### src/rtl/cby_param_cfg.sv
// Parametrised Y-direction connection block: vertical track feedthroughs, per-pin
// binary-select input muxes and a configuration shift chain with a load-tracking FSM.
module cby_param_cfg #(
  parameter int W      = 9,
  parameter int N_IPIN = 11,
  parameter int TAPS   = 3
) (
  input  logic              prog_clk,
  input  logic              pReset,
  input  logic              ccff_en,
  input  logic              ccff_head,
  input  logic [W-1:0]      chany_bottom_in,
  input  logic [W-1:0]      chany_top_in,
  output logic [W-1:0]      chany_top_out,
  output logic [W-1:0]      chany_bottom_out,
  output logic [N_IPIN-1:0] ipin_out,
  output logic              ccff_tail,
  output logic              cfg_done,
  output logic              cfg_err
);

  localparam int SEL_W = ($clog2(2*TAPS) < 1) ? 1 : $clog2(2*TAPS);
  localparam int L     = N_IPIN * SEL_W;
  localparam int CW    = $clog2(L + 2);
  localparam logic [CW-1:0]  COUNT_L   = CW'(L);
  localparam logic [CW-1:0]  COUNT_MAX = CW'(L + 1);
  localparam logic [SEL_W:0] N_IN      = (SEL_W + 1)'(2 * TAPS);

  typedef enum logic [1:0] {UNCFG, LOADING, ACTIVE} state_t;

  state_t             r_state;
  logic [CW-1:0]      r_count;
  logic               r_err;
  logic [L-1:0]       r_chain;
  logic [N_IPIN-1:0]  w_mux;

  assign chany_top_out    = chany_bottom_in;
  assign chany_bottom_out = chany_top_in;

  always_ff @(posedge prog_clk or posedge pReset) begin
    if (pReset) begin
      r_chain <= '0;
    end else if (ccff_en) begin
      r_chain[0] <= ccff_head;
      for (int k = 1; k < L; k++) begin
        r_chain[k] <= r_chain[k-1];
      end
    end
  end

  // A load is one contiguous ccff_en burst; only a burst of exactly L bits activates the pins.
  always_ff @(posedge prog_clk or posedge pReset) begin
    if (pReset) begin
      r_state <= UNCFG;
      r_count <= '0;
      r_err   <= 1'b0;
    end else begin
      case (r_state)
        UNCFG, ACTIVE: begin
          if (ccff_en) begin
            r_state <= LOADING;
            r_count <= CW'(1);
            r_err   <= 1'b0;
          end
        end
        LOADING: begin
          if (ccff_en) begin
            if (r_count != COUNT_MAX) begin
              r_count <= r_count + 1'b1;
            end
          end else if (r_count == COUNT_L) begin
            r_state <= ACTIVE;
          end else begin
            r_state <= UNCFG;
            r_err   <= 1'b1;
          end
        end
        default: r_state <= UNCFG;
      endcase
    end
  end

  for (genvar p = 0; p < N_IPIN; p++) begin : g_pin
    logic [SEL_W-1:0]  w_sel;
    logic [2*TAPS-1:0] w_in;

    // The lowest chain bit of each pin's field is the select MSB.
    for (genvar k = 0; k < SEL_W; k++) begin : g_selbit
      assign w_sel[SEL_W-1-k] = r_chain[p*SEL_W + k];
    end

    for (genvar j = 0; j < TAPS; j++) begin : g_tap
      localparam int T = (p + j * (W / TAPS)) % W;
      assign w_in[2*j]   = chany_bottom_in[T];
      assign w_in[2*j+1] = chany_top_in[T];
    end

    assign w_mux[p] = ({1'b0, w_sel} < N_IN) ? w_in[w_sel] : 1'b0;
  end

  assign cfg_done  = (r_state == ACTIVE);
  assign cfg_err   = r_err;
  assign ccff_tail = r_chain[L-1];
  assign ipin_out  = w_mux & {N_IPIN{cfg_done}};

endmodule
### config.mk
export PLATFORM = sky130hd
export DESIGN_NAME = cby_param_cfg
export DESIGN_NICKNAME = d
export VERILOG_FILES = /design/src/rtl/cby_param_cfg.sv
export SDC_FILE = /design/constraint.sdc
export NUM_CORES = 1
export LEC_CHECK = 0
export ABC_AREA = 1
export CAP_MARGIN = 20
export CORE_MARGIN = 4
export CORE_UTILIZATION = 26
export CTS_BUF_LIST = sky130_fd_sc_hd__clkbuf_4
export CTS_CLUSTER_DIAMETER = 50
export DETAILED_ROUTE_END_ITERATION = 12
export PLACE_DENSITY_LB_ADDON = 0.15
export REMOVE_ABC_BUFFERS = 1
export SYNTH_ARGS = -nofsm -noshare
export SYNTH_HDL_FRONTEND = slang
export SYNTH_SLANG_ARGS = --single-unit
### constraint.sdc
create_clock -name prog_clk -period 1.82 [get_ports prog_clk]
set_input_delay 0.546 -clock prog_clk [delete_from_list [all_inputs] [get_ports prog_clk]]
set_output_delay 0.546 -clock prog_clk [all_outputs]
set_load 0.005 [all_outputs]
Yosys cells after proc, flatten, opt, wreduce, memory -nomap -nowiden
Index checks and enable logic that the tools add are counted.
Operators by class
  add/sub/neg operators: 1
  magnitude comparators: 22
  eq/ne operators: 9
  muxes and demuxes: 45
  bitwise gates (word level): 1
  reductions and logical operators: 6
Operators by type and width (count)
  $lt A3 B4 Y1 const B: 11
  $bmux W1 S3: 11
  $lt A3 B3 Y1 const B: 11
  $mux W1: 25
  $mux W6: 3
  $pmux W6 S2: 1
  $and A11 B11 Y11: 1
  $ne A2 B2 Y1 const B: 5
  $reduce_and A4 Y1: 2
  $add A6 B1 Y6 const B: 1
  $eq A6 B6 Y1 const B: 1
  $mux W2: 3
  $ne A6 B6 Y1 const B: 1
  $pmux W2 S2: 1
  $eq A2 B1 Y1 const B: 1
  $eq A2 B2 Y1 const B: 1
  $logic_not A2 Y1: 1
  $pmux W1 S2: 1
  $reduce_and A2 Y1: 1
  $reduce_bool A2 Y1: 1
  $reduce_or A2 Y1: 1
Word-level totals
  register bits after elaboration: 42
  input bits: 22
  output and inout port bits: 32
  logic and storage cells: 88

Logic depth before layout (Yosys ltp)
Gate-level depths: netlist (run 1).
  depth in word-level cells: 4
  gate-level depth with buffers: 8
  gate-level depth less buffers: 8

Worst setup path after synthesis (run 1)
Ideal clock, no wire load.
  path kind: flip-flop to output port
  from: register r_state[1]
  to: output port ipin_out[4]
  arrival: 0.926 ns
  data required time: 1.274 ns
  setup slack: 0.348 ns
  cell stages (with the launch flop): 6
  buffers on the path: 1
  cell sequence: dfrtp_1 inv_2 nor2_2 buf_6 nand2_1 nor2_1
On the way
  cells in the longest elaborated chain, start to end: 2
Ends and longest elaborated chain
  start, declared: RTL line 31  | state_t r_state;
  start signal, assigned: RTL line 54  | r_state <= UNCFG;
  start signal, assigned: RTL line 61  | r_state <= LOADING;
  start signal, assigned: RTL line 72  | r_state <= ACTIVE;
  $eq A2 B2 Y1: RTL line 101  | assign cfg_done = (r_state == ACTIVE);
  via cfg_done: RTL line 18  | output logic cfg_done,
  $and A11 B11 Y11: RTL line 104  | assign ipin_out = w_mux & {N_IPIN{cfg_done}};
  end, declared: RTL line 16  | output logic [N_IPIN-1:0] ipin_out,
The timed path passes the listed nets, and every way through them passes these cells.

Final worst setup path (run 1)
  from: register r_state[0]
  to: output port ipin_out[8]
On the way
  cells in the longest elaborated chain, start to end: 2
Ends and longest elaborated chain (RTL line)
  $eq A2 B2 Y1: 101
  $and A11 B11 Y11: 104
Every way passes these cells.

==> flow_results.xml, run 1 <==
<?xml version="1.0" encoding="UTF-8"?>
<metrics>
  <group name="drt">
    <metric name="initialDrtViolationCount" unit="">126</metric>
    <metric name="drt_first_pass_iters" unit="">4</metric>
    <metric name="post_drt_via_cell_ratio" unit="">4.33</metric>
    <metric name="wl_per_cell" unit="um">11.8</metric>
    <metric name="detail_route.drc_violations" unit="">0</metric>
    <metric name="routed-via-count" unit="">2587</metric>
    <metric name="drt.antenna.violating_nets" unit="">0</metric>
    <metric name="detail_route.wirelength" unit="mm">7.06</metric>
  </group>
  <group name="finish">
    <metric name="finish.net_count" unit="">488</metric>
    <metric name="nFillCells" unit="">1097</metric>
    <metric name="antenna_cells" unit="">0</metric>
    <metric name="final_cell_count_no_fill" unit="">597</metric>
    <metric name="area_delta_synth_final" unit="%">36.5</metric>
    <metric name="drive_gt1_share" unit="%">24.4</metric>
  </group>
  <group name="cts">
    <metric name="clkSinkCount" unit="">42</metric>
    <metric name="cts_hold_repair.buffers" unit="">0</metric>
    <metric name="clk_pin_slew" unit="ns">0.14</metric>
    <metric name="cts.path.max_buffers" unit="">2</metric>
    <metric name="clk-insertion-delay-late" unit="ns">0.35</metric>
    <metric name="cts-buffers-inserted" unit="">5</metric>
    <metric name="tritoncts" unit="">built</metric>
    <metric name="cts-htree-levels" unit="">2</metric>
    <metric name="master_cell_of_the_clock_root_buffer" unit="">clkbuf_4</metric>
  </group>
  <group name="hold_path">
    <metric name="hold_class" unit="">flip-flop to flip-flop</metric>
  </group>
  <group name="sta">
    <metric name="worst_hold_margin" unit="ns">0.495</metric>
    <metric name="skew" unit="ns">0.00730</metric>
    <metric name="rsz0062_at_grt" unit="">yes</metric>
    <metric name="report.final.setup_viol" unit="">12</metric>
    <metric name="max_slew.worst_pin.slew" unit="ns">0.258</metric>
    <metric name="fin_ws" unit="ns">-0.135</metric>
    <metric name="slew_violations" unit="">0</metric>
    <metric name="max_slew_margin" unit="%">82.8</metric>
    <metric name="final-hold-violation-count" unit="">0</metric>
    <metric name="period_minus_slack" unit="ns">1.95</metric>
    <metric name="fmax" unit="MHz">512</metric>
    <metric name="final_period_utilization" unit="%">107</metric>
  </group>
  <group name="place">
    <metric name="dp.final_hpwl" unit="mm">5.20</metric>
    <metric name="dp.cells" unit="">580</metric>
    <metric name="port_buffers" unit="">53</metric>
    <metric name="dpl_worst_slack" unit="ns">-0.825</metric>
    <metric name="gpl.final_weighted_congestion" unit="">0.792</metric>
  </group>
  <group name="critical_path">
    <metric name="ff2ff_setup_slack" unit="ns">0.60</metric>
    <metric name="timing.critical_path.from_type" unit="">flip-flop</metric>
    <metric name="crit_path_kind" unit="">flip-flop to output pin</metric>
    <metric name="worst-endpoint-required" unit="ns">1.27</metric>
    <metric name="worst_path_max_fanout" unit="">5</metric>
    <metric name="worstSetupEndpointType" unit="">output pin</metric>
    <metric name="worstPathArrival" unit="ns">1.41</metric>
  </group>
  <group name="synthesis">
    <metric name="distinct_cell_type_count_of_the_synthesized_netlist" unit="">24</metric>
    <metric name="top_cell_types_by_occurrence_after_synthesis" unit="">nand2_1 (140), inv_1 (54), dfrtp_1 (42)</metric>
    <metric name="dominantRegCellSynth" unit="">dfrtp_1</metric>
    <metric name="yosysWarnings" unit="">0</metric>
    <metric name="netlist_instances" unit="">383</metric>
    <metric name="synth_enable_flop_cells" unit="">0</metric>
    <metric name="sequential_area_share_after_synthesis" unit="%">40.3</metric>
    <metric name="synthArstFlopShare" unit="%">100</metric>
    <metric name="synthesis.area" unit="sq um">2610</metric>
    <metric name="ys_ff_latch" unit="">42</metric>
    <metric name="most_frequently_used_cell_type_in_the_post_synthesis_netlist" unit="">nand2_1</metric>
    <metric name="avgSynthCellArea" unit="sq um">6.81</metric>
    <metric name="yosys_top_cell_area_share" unit="%">40.3</metric>
    <metric name="yosys.area.top_type" unit="">dfrtp_1</metric>
    <metric name="synth.top_cells.by_area" unit="">dfrtp_1 (40%), nand2_1 (20%), inv_1 (7.8%)</metric>
  </group>
  <group name="grt">
    <metric name="grt_pass1_wl" unit="mm">11.6</metric>
    <metric name="grt_pass1_vias" unit="">2439</metric>
    <metric name="gr-total-overflow" unit="">0</metric>
    <metric name="groute.usage.overall" unit="%">12.2</metric>
    <metric name="pin_count_of_the_biggest_net_entering_global_routing" unit="">43</metric>
    <metric name="antenna_violations_before_repair" unit="">0</metric>
  </group>
  <group name="run">
    <metric name="maxCapViolCount" unit="">0</metric>
  </group>
  <group name="floorplanning">
    <metric name="initial_utilization" unit="%">26.7</metric>
    <metric name="row_count" unit="">36</metric>
    <metric name="floorplan.core_area" unit="sq um">9770</metric>
    <metric name="design.die.area" unit="sq um">11700</metric>
    <metric name="die_y" unit="um">108</metric>
    <metric name="floorplan.die.width" unit="um">108</metric>
    <metric name="top_level_ports" unit="">54</metric>
  </group>
  <group name="power">
    <metric name="power_density" unit="nW/um^2">774</metric>
    <metric name="ir_worst_vdd" unit="mV">0.297</metric>
    <metric name="leakage" unit="nW">1.80</metric>
  </group>
  <group name="run_status">
    <metric name="result_of_the_run" unit="">finished with violations</metric>
    <metric name="violations_in_the_final_reports" unit="">setup timing</metric>
  </group>
</metrics>
==> cells in the final DEF (no fill, tap or decap), drive strengths merged <==
master / n
nand2: 141
buf: 60
inv: 56
dfrtp: 42
o21ai: 39
dlygate4sd2: 36
nand3: 32
nor2: 26
o211ai: 8
clkbuf: 5
a31oi: 3
ha: 3
clkdlybuf4s50: 3
bufinv: 2
a21oi: 2
xnor2: 1
xor2: 1
nand4: 1
clkinv: 1
clkdlybuf4s15: 1
dlymetal6s2s: 1
==> power by group <==
| part | internal (mW) | switching, mW | leakage [nW] | total, mW |
|---|---|---|---|---|
| Combinational | 0.385 | 0.403 | 1.20 | 0.788 |
| Clock | 0.424 | 0.334 | 0.0528 | 0.758 |
| Sequential | 1.07 | 0.144 | 0.545 | 1.21 |
| Total | 1.88 | 0.882 | 1.80 | 2.76 |
==> stage by stage <==
stage | TNS (ns) | power [mW] | util [%] | instance area [sq um]
detailed placement | -13.16 | 2.00 | 35.0 | 3420
floorplan | 0 | 1.59 | - | 2420
finish | -1.19 | 2.76 | 36.5 | 3560
global placement | -13.20 | 1.99 | 35.0 | 3420
global route | -2.46 | 2.98 | 36.5 | 3560
CTS | -1.67 | 2.78 | 35.9 | 3510
==> kinds of logic after synthesis <==
family,after synthesis,synth area share (%)
and+or+nand+nor,200,31.1
buffers and inverters,84,15.2
AOI/OAI and AO/OA,52,11.3
DFF,42,40.3
adders and majority gates,3,1.44
xor gates and xnor gates,2,0.671
==> final timing paths <==
kind / end / depth (start not counted) / start
worst max register to register: r_count[2]$_DFFE_PP0P_ / 8 / r_count[0]$_DFFE_PP0P_
worst min register to register: r_chain[13]$_DFFE_PP0P_ / 2 / r_chain[12]$_DFFE_PP0P_
max in group asynchronous: r_chain[2]$_DFFE_PP0P_ / 3 / pReset
worst max-delay path: ipin_out[8] / 6 / r_state[0]$_DFFE_PP0P_
worst min-delay path: r_chain[13]$_DFFE_PP0P_ / 2 / r_chain[12]$_DFFE_PP0P_
min in group asynchronous: r_chain[25]$_DFFE_PP0P_ / 3 / pReset
==> per-layer routing <==
layer	vias up	global-route usage (%)	routed length (um)
li1	1334	-	-
met1	1193	16.5	3520
met2	53	19.7	3040
met3	7	2.81	408
met4	0	3.43	90
met5	-	0	0
==> what timing repair did <==
action,4_1_cts,5_1_grt
resized for setup,116,17
pin swaps,17,10
endpoints found under the setup margin,31,13
buffers inserted,6,4
==> registers in the layout, summed over array words and instances, names as in the netlist <==
name     cells
cfg_err      1
r_chain     33
r_count      6
r_state      2
==> layout make-up <==
cell class              instances  area [sq um]  share of cell area [%]
well taps                     133           166                    4.67
flip-flops and latches         42          1060                    29.6
inverters                      56           210                    5.90
clock inverters                 3          63.8                    1.79
multi-input cells             257          1200                    33.8
clock buffers                   5          37.5                    1.05
repair buffers                101           826                    23.2
==> worst max-delay path, cell delays in order, from the launching register on <==
cell     delay (ns)
dfrtp_1        0.43
nor2_4         0.14
buf_6          0.12
buf_6          0.12
nand2_1        0.05
nor2_1         0.08
buf_2          0.12
Note: power is estimated with default switching activity, not from simulation.
==> run 2: changes to the inputs <==
clock period = 2.48 ns   (was 1.82 ns; I/O delays follow)
==> run 2 against run 1 <==
Against the previous run: the run now ends clean; clock power shrank 38%; die area is the same; wire length shrank 5.3%; cell area shrank 8.6%; first-iteration DRC count shrank 36%; final cell count shrank 6.0%; clock-buffer cell count grew 2; worst setup slack gained 0.24 ns; sequential power shrank 26%; clock skew is essentially flat; utilization shrank 3.1 points; sequential share of layout area grew 2.7 points; critical path type is now primary input to output pin.
==> flow_results.xml, run 2 (synthesis gave the netlist of run 1 again) <==
<?xml version="1.0" encoding="UTF-8"?>
<metrics>
  <group name="drt">
    <metric name="post_drt_via_cell_ratio" unit="">4.28</metric>
    <metric name="highest_layer" unit="">met4</metric>
    <metric name="route.layer.met1.wl" unit="mm">3.41</metric>
    <metric name="drt.antenna.violating_nets" unit="">0</metric>
    <metric name="drt_first_pass_iters" unit="">4</metric>
    <metric name="initialDrtViolationCount" unit="">81</metric>
    <metric name="met2_length" unit="mm">2.88</metric>
    <metric name="route.met3.wl" unit="um">323</metric>
    <metric name="routed-via-count" unit="">2402</metric>
    <metric name="detail_route.wirelength" unit="mm">6.68</metric>
    <metric name="wl_per_cell" unit="um">11.9</metric>
    <metric name="detail_route.drc_violations" unit="">0</metric>
  </group>
  <group name="hold_path">
    <metric name="hold_class" unit="">flip-flop to flip-flop</metric>
    <metric name="worstHoldStart" unit="">cfg_err$_DFFE_PP0P_</metric>
    <metric name="worst_hold_path.endpoint" unit="">cfg_err$_DFFE_PP0P_</metric>
    <metric name="hold-path-cell-count" unit="">2</metric>
  </group>
  <group name="finish">
    <metric name="highest_count_cells_in_the_layout_ignoring_fill_and_taps" unit="">nand2_1 (140), dfrtp_1 (41), inv_1 (40)</metric>
    <metric name="finish.net_count" unit="">452</metric>
    <metric name="drive_gt1_share" unit="%">12.6</metric>
    <metric name="nFillCells" unit="">1086</metric>
    <metric name="largest_registers" unit="">r_chain x33, r_count x6, r_state x2</metric>
    <metric name="area_delta_synth_final" unit="%">24.8</metric>
    <metric name="regMostFlops" unit="">r_chain</metric>
    <metric name="antenna_cells" unit="">0</metric>
    <metric name="most_common_library_cell_in_the_layout_ignoring_fill_and_taps" unit="">nand2_1</metric>
    <metric name="largest_register_ff_count" unit="">33</metric>
    <metric name="post-route-cell-area" unit="sq um">3260</metric>
  </group>
  <group name="power">
    <metric name="net-switching-power" unit="mW">0.598</metric>
    <metric name="internal-power" unit="mW">1.22</metric>
    <metric name="sequentialPowerShare" unit="%">49.2</metric>
    <metric name="totalPowerFinal" unit="mW">1.82</metric>
    <metric name="share_comb_of_total_power" unit="%">25.0</metric>
    <metric name="ir_worst_vdd" unit="mV">0.298</metric>
    <metric name="power_density" unit="nW/um^2">558</metric>
    <metric name="p_sw_share" unit="%">32.9</metric>
    <metric name="leakage" unit="nW">1.56</metric>
    <metric name="pwr-share-clk" unit="%">25.8</metric>
  </group>
  <group name="grt">
    <metric name="grt_pass1_wl" unit="mm">11.2</metric>
    <metric name="pin_count_of_the_biggest_net_entering_global_routing" unit="">43</metric>
    <metric name="antenna_violations_before_repair" unit="">0</metric>
    <metric name="gr-total-overflow" unit="">0</metric>
    <metric name="groute.usage.overall" unit="%">11.9</metric>
    <metric name="grt_pass1_vias" unit="">2289</metric>
  </group>
  <group name="critical_path">
    <metric name="crit_path_kind" unit="">primary input to output pin</metric>
    <metric name="timing.critical_path.from_type" unit="">primary input</metric>
    <metric name="worstSetupEndpointType" unit="">output pin</metric>
    <metric name="worst_path_max_fanout" unit="">3</metric>
    <metric name="critPathLaunch" unit="">chany_bottom_in[7]</metric>
    <metric name="worstPathArrival" unit="ns">1.63</metric>
    <metric name="r2r_end" unit="">r_count[2]$_DFFE_PP0P_</metric>
    <metric name="regToRegStartpoint" unit="">r_count[0]$_DFFE_PP0P_</metric>
    <metric name="worst-endpoint-required" unit="ns">1.74</metric>
    <metric name="ff2ff_setup_slack" unit="ns">1.24</metric>
    <metric name="rr_worst_depth" unit="">8</metric>
  </group>
  <group name="cts">
    <metric name="cts.path.max_buffers" unit="">2</metric>
    <metric name="master_cell_of_the_clock_root_buffer" unit="">clkbuf_4</metric>
    <metric name="clkSinkCount" unit="">42</metric>
    <metric name="cts_setup_buffers" unit="">0</metric>
    <metric name="tritoncts" unit="">built</metric>
    <metric name="cts-htree-levels" unit="">2</metric>
    <metric name="clk-insertion-delay-late" unit="ns">0.36</metric>
    <metric name="cts-buffers-inserted" unit="">5</metric>
    <metric name="cts_hold_repair.buffers" unit="">0</metric>
    <metric name="clk_pin_slew" unit="ns">0.13</metric>
  </group>
  <group name="place">
    <metric name="port_buffers" unit="">53</metric>
    <metric name="dp.final_hpwl" unit="mm">5.03</metric>
    <metric name="dpl_cell_area" unit="sq um">3210</metric>
    <metric name="gpl.final_weighted_congestion" unit="">0.794</metric>
  </group>
  <group name="sta">
    <metric name="report.final.setup_viol" unit="">0</metric>
    <metric name="final-hold-violation-count" unit="">0</metric>
    <metric name="slew_violations" unit="">0</metric>
    <metric name="worst_hold_margin" unit="ns">0.490</metric>
    <metric name="setup_tns" unit="ns">0</metric>
    <metric name="period_minus_slack" unit="ns">2.37</metric>
    <metric name="rsz0062_at_grt" unit="">no</metric>
    <metric name="max_slew_margin" unit="%">63.6</metric>
    <metric name="final_period_utilization" unit="%">95.7</metric>
    <metric name="fmax" unit="MHz">421</metric>
    <metric name="skew" unit="ns">0.00704</metric>
    <metric name="max_slew.worst_pin.slew" unit="ns">0.547</metric>
  </group>
  <group name="floorplanning">
    <metric name="design.die.area" unit="sq um">11700</metric>
    <metric name="die_y" unit="um">108</metric>
    <metric name="initial_utilization" unit="%">26.7</metric>
    <metric name="row_count" unit="">36</metric>
    <metric name="floorplan.die.width" unit="um">108</metric>
    <metric name="top_level_ports" unit="">54</metric>
    <metric name="floorplan.core_area" unit="sq um">9770</metric>
  </group>
  <group name="run">
    <metric name="maxCapViolCount" unit="">0</metric>
  </group>
  <group name="run_status">
    <metric name="result_of_the_run" unit="">finished, final reports clean</metric>
  </group>
</metrics>
## run 2: changes by cell type in the layout (fill, tap and decap cells not counted), moves of 6 or more
| cell | change |
|---|---|
| inv_2 | -6 |
| nand2_2 | -8 |
| buf_4 | -31 |
| clkdlybuf4s50_1 | +21 |
| dlygate4sd2_1 | -20 |
| inv_1 | +6 |
| nand2_1 | +8 |
## run 2: what timing repair did
item,4_1_cts,5_1_grt
endpoints found under the setup margin,21,6
resized for setup,70,7
pin swaps,7,4
gates cloned,0,0
## run 2: power groups by stage
stage               Combinational, mW  Clock (mW)  Sequential [mW]
floorplan                       0.292           0            0.878
global placement                0.461           0            0.907
detailed placement              0.465           0            0.906
CTS                             0.462       0.485            0.893
global route                    0.540       0.519            0.913
finish                          0.454       0.468            0.894
## run 2: how the worst max path moves through the flow
stage | to | depth (start not counted)
floorplan | ipin_out[4] | 6
global placement | ipin_out[6] | 8
detailed placement | ipin_out[6] | 8
CTS | cfg_done | 3
global route | ipin_out[4] | 8
finish | ipin_out[10] | 7
## run 2: per-layer routing
metal / track usage [%] / up-vias
met5: 0 / -
met4: 2.98 / 0
met3: 2.39 / 6
met2: 18.5 / 47
met1: 16.9 / 1084
li1: - / 1265
## run 2: per-stage QoR
| step | util [%] | std cells | setup WS [ns] |
|---|---|---|---|
| 2_1_floorplan | - | 355 | 0.601 |
| 5_1_grt | 33.3 | 561 | 0.000930 |
| 3_3_place_gp | 32.8 | 553 | -0.530 |
| 6_report | 33.3 | 561 | 0.106 |
| 3_5_place_dp | 32.8 | 553 | -0.516 |
| 4_1_cts | 33.3 | 561 | 0.00621 |
## run 2: worst max-delay path: stages
cell and delay (ns):
dlygate4sd2_1 0.24, buf_4 0.14, o211ai_1 0.15, nand2_1 0.07, nand2_1 0.05, nor2_1 0.03, clkdlybuf4s15_1 0.19
## run 2: layout make-up
type / instances / area [sq um] / area share [%]
Clock inverter: 1 / 30.0 / 0.922
Multi-Input combinational cell: 257 / 1170 / 36.0
Clock buffer: 7 / 52.6 / 1.61
Sequential cell: 42 / 1050 / 32.3
Timing Repair Buffer: 65 / 572 / 17.6
Tap cell: 133 / 166 / 5.11
Inverter: 56 / 210 / 6.45
==> run 3: changes to the inputs <==
CORE_MARGIN = not set   (was 4)
TNS_END_PERCENT = 100   (was not set)
==> run 3 against run 2 <==
Against the previous run: global-route usage is 1.6 points higher; via count is 0.79% lower; utilization is 0.64 points higher; critical path depth stayed put; maximum frequency is 1.1% lower; highest routed layer unchanged.
==> flow_results.xml, run 3 (synthesis gave the netlist of run 1 again) <==
<?xml version="1.0" encoding="UTF-8"?>
<metrics>
  <group name="cts">
    <metric name="cts-htree-levels" unit="">2</metric>
    <metric name="clk-insertion-delay-late" unit="ns">0.36</metric>
    <metric name="clkSinkCount" unit="">42</metric>
    <metric name="clk_pin_slew" unit="ns">0.15</metric>
    <metric name="cts-buffers-inserted" unit="">5</metric>
    <metric name="master_cell_of_the_clock_root_buffer" unit="">clkbuf_4</metric>
    <metric name="tritoncts" unit="">built</metric>
    <metric name="cts.path.max_buffers" unit="">2</metric>
  </group>
  <group name="sta">
    <metric name="final-hold-violation-count" unit="">0</metric>
    <metric name="slew_violations" unit="">0</metric>
    <metric name="report.final.setup_viol" unit="">0</metric>
    <metric name="setup_tns" unit="ns">0</metric>
    <metric name="max_slew.worst_pin.slew" unit="ns">0.284</metric>
    <metric name="final_period_utilization" unit="%">96.7</metric>
    <metric name="max_slew_margin" unit="%">81.0</metric>
    <metric name="worst_hold_margin" unit="ns">0.495</metric>
    <metric name="skew" unit="ns">0.0182</metric>
    <metric name="rsz0062_at_grt" unit="">no</metric>
    <metric name="fmax" unit="MHz">417</metric>
    <metric name="fin_ws" unit="ns">0.0810</metric>
    <metric name="period_minus_slack" unit="ns">2.40</metric>
  </group>
  <group name="grt">
    <metric name="grt_pass1_vias" unit="">2311</metric>
    <metric name="groute.usage.overall" unit="%">13.5</metric>
    <metric name="gr-total-overflow" unit="">0</metric>
    <metric name="grt_pass1_wl" unit="mm">11.0</metric>
    <metric name="pin_count_of_the_biggest_net_entering_global_routing" unit="">43</metric>
    <metric name="antenna_violations_before_repair" unit="">0</metric>
  </group>
  <group name="finish">
    <metric name="regMostFlops" unit="">r_chain</metric>
    <metric name="highest_count_cells_in_the_layout_ignoring_fill_and_taps" unit="">nand2_1 (140), inv_1 (41), dfrtp_1 (41)</metric>
    <metric name="antenna_cells" unit="">0</metric>
    <metric name="drive_gt1_share" unit="%">12.1</metric>
    <metric name="largest_registers" unit="">r_chain x33, r_count x6, r_state x2</metric>
    <metric name="area_delta_synth_final" unit="%">26.6</metric>
    <metric name="largest_register_ff_count" unit="">33</metric>
    <metric name="finish.net_count" unit="">452</metric>
    <metric name="most_common_library_cell_in_the_layout_ignoring_fill_and_taps" unit="">nand2_1</metric>
    <metric name="post-route-cell-area" unit="sq um">3300</metric>
  </group>
  <group name="place">
    <metric name="gpl.final_weighted_congestion" unit="">0.812</metric>
    <metric name="port_buffers" unit="">53</metric>
    <metric name="dpl_cell_area" unit="sq um">3220</metric>
    <metric name="dpl_worst_slack" unit="ns">-0.497</metric>
    <metric name="dp.final_hpwl" unit="mm">4.89</metric>
  </group>
  <group name="floorplanning">
    <metric name="row_count" unit="">36</metric>
    <metric name="initial_utilization" unit="%">26.8</metric>
    <metric name="die_y" unit="um">102</metric>
    <metric name="floorplan.die.width" unit="um">102</metric>
    <metric name="top_level_ports" unit="">54</metric>
    <metric name="design.die.area" unit="sq um">10400</metric>
    <metric name="floorplan.core_area" unit="sq um">9730</metric>
  </group>
  <group name="power">
    <metric name="ir_worst_vdd" unit="mV">0.239</metric>
    <metric name="share_comb_of_total_power" unit="%">25.3</metric>
    <metric name="net-switching-power" unit="mW">0.617</metric>
    <metric name="p_sw_share" unit="%">34.0</metric>
    <metric name="internal-power" unit="mW">1.20</metric>
    <metric name="power_density" unit="nW/um^2">549</metric>
    <metric name="sequentialPowerShare" unit="%">49.3</metric>
    <metric name="pwr-share-clk" unit="%">25.4</metric>
    <metric name="leakage" unit="nW">1.56</metric>
  </group>
  <group name="run">
    <metric name="maxCapViolCount" unit="">0</metric>
  </group>
  <group name="critical_path">
    <metric name="worst-endpoint-required" unit="ns">1.74</metric>
    <metric name="worst_path_max_fanout" unit="">3</metric>
    <metric name="worstPathArrival" unit="ns">1.65</metric>
    <metric name="worstSetupEndpointType" unit="">output pin</metric>
    <metric name="r2r_end" unit="">r_count[1]$_DFFE_PP0P_</metric>
    <metric name="regToRegStartpoint" unit="">r_count[0]$_DFFE_PP0P_</metric>
    <metric name="ff2ff_setup_slack" unit="ns">1.24</metric>
    <metric name="timing.critical_path.from_type" unit="">primary input</metric>
    <metric name="crit_path_kind" unit="">primary input to output pin</metric>
    <metric name="worst_setup_path_endpoint" unit="">ipin_out[3]</metric>
    <metric name="critPathLaunch" unit="">chany_bottom_in[0]</metric>
    <metric name="rr_worst_depth" unit="">8</metric>
  </group>
  <group name="drt">
    <metric name="routed-via-count" unit="">2383</metric>
    <metric name="route.layer.met1.wl" unit="mm">3.42</metric>
    <metric name="highest_layer" unit="">met4</metric>
    <metric name="drt_first_pass_iters" unit="">4</metric>
    <metric name="detail_route.wirelength" unit="mm">6.53</metric>
    <metric name="post_drt_via_cell_ratio" unit="">4.25</metric>
    <metric name="met2_length" unit="mm">2.76</metric>
    <metric name="drt.antenna.violating_nets" unit="">0</metric>
    <metric name="route.met3.wl" unit="um">310</metric>
    <metric name="detail_route.drc_violations" unit="">0</metric>
    <metric name="wl_per_cell" unit="um">11.6</metric>
    <metric name="initialDrtViolationCount" unit="">99</metric>
  </group>
  <group name="run_status">
    <metric name="result_of_the_run" unit="">finished, final reports clean</metric>
  </group>
  <group name="hold_path">
    <metric name="hold_class" unit="">flip-flop to flip-flop</metric>
  </group>
</metrics>
-- run 3: worst min path at each step --
stage	cells past startpoint	start	to
2_1_floorplan	2	r_chain[27]$_DFFE_PP0P_	r_chain[28]$_DFFE_PP0P_
3_3_place_gp	2	r_chain[12]$_DFFE_PP0P_	r_chain[13]$_DFFE_PP0P_
3_5_place_dp	2	r_chain[12]$_DFFE_PP0P_	r_chain[13]$_DFFE_PP0P_
4_1_cts	2	r_chain[12]$_DFFE_PP0P_	r_chain[13]$_DFFE_PP0P_
5_1_grt	2	cfg_err$_DFFE_PP0P_	cfg_err$_DFFE_PP0P_
6_report	2	r_chain[12]$_DFFE_PP0P_	r_chain[13]$_DFFE_PP0P_
-- run 3: critical path: stages --
cell	delay (ns)
clkdlybuf4s15_1	0.19
buf_4	0.15
o211ai_1	0.16
nand2_1	0.09
nand2_1	0.08
nor2_2	0.04
clkdlybuf4s15_2	0.20
-- run 3: metal layers --
metal / GRT usage (%) / vias to the layer above
met3: 2.39 / 2
met2: 21.2 / 60
li1: - / 1262
met5: 0 / -
met4: 3.19 / 0
met1: 19.3 / 1059
-- run 3: stage by stage --
step	instances	power [mW]	util (%)
3_5_place_dp	553	1.37	33.1
4_1_cts	561	1.85	33.8
2_1_floorplan	355	1.17	-
3_3_place_gp	553	1.37	33.1
5_1_grt	561	1.97	34.0
6_report	561	1.81	34.0
-- run 3: layout make-up --
cell class | instances | area (sq um)
fill | 1051 | 6420
multi-input combinational | 257 | 1180
sequential | 42 | 1050
timing repair buffer | 65 | 616
inverter | 56 | 210
tap | 133 | 166
clock inverter | 3 | 43.8
clock buffer | 5 | 37.5
-- run 3: power by group through the flow --
| stage | Sequential, mW | Clock, mW | Combinational [mW] |
|---|---|---|---|
| after global placement | 0.907 | 0 | 0.465 |
| final | 0.895 | 0.461 | 0.458 |
| after global routing | 0.914 | 0.515 | 0.540 |
| after CTS | 0.895 | 0.488 | 0.464 |
| after detailed placement | 0.908 | 0 | 0.466 |
| after floorplan | 0.878 | 0 | 0.292 |
-- run 3: repair_timing --
action / in CTS / in global routing
setup endpoints to repair: 21 / 6
pin swaps: 4 / 3
gates resized for setup: 62 / 8
hold buffers: 0 / 0
setup buffers: 0 / 0
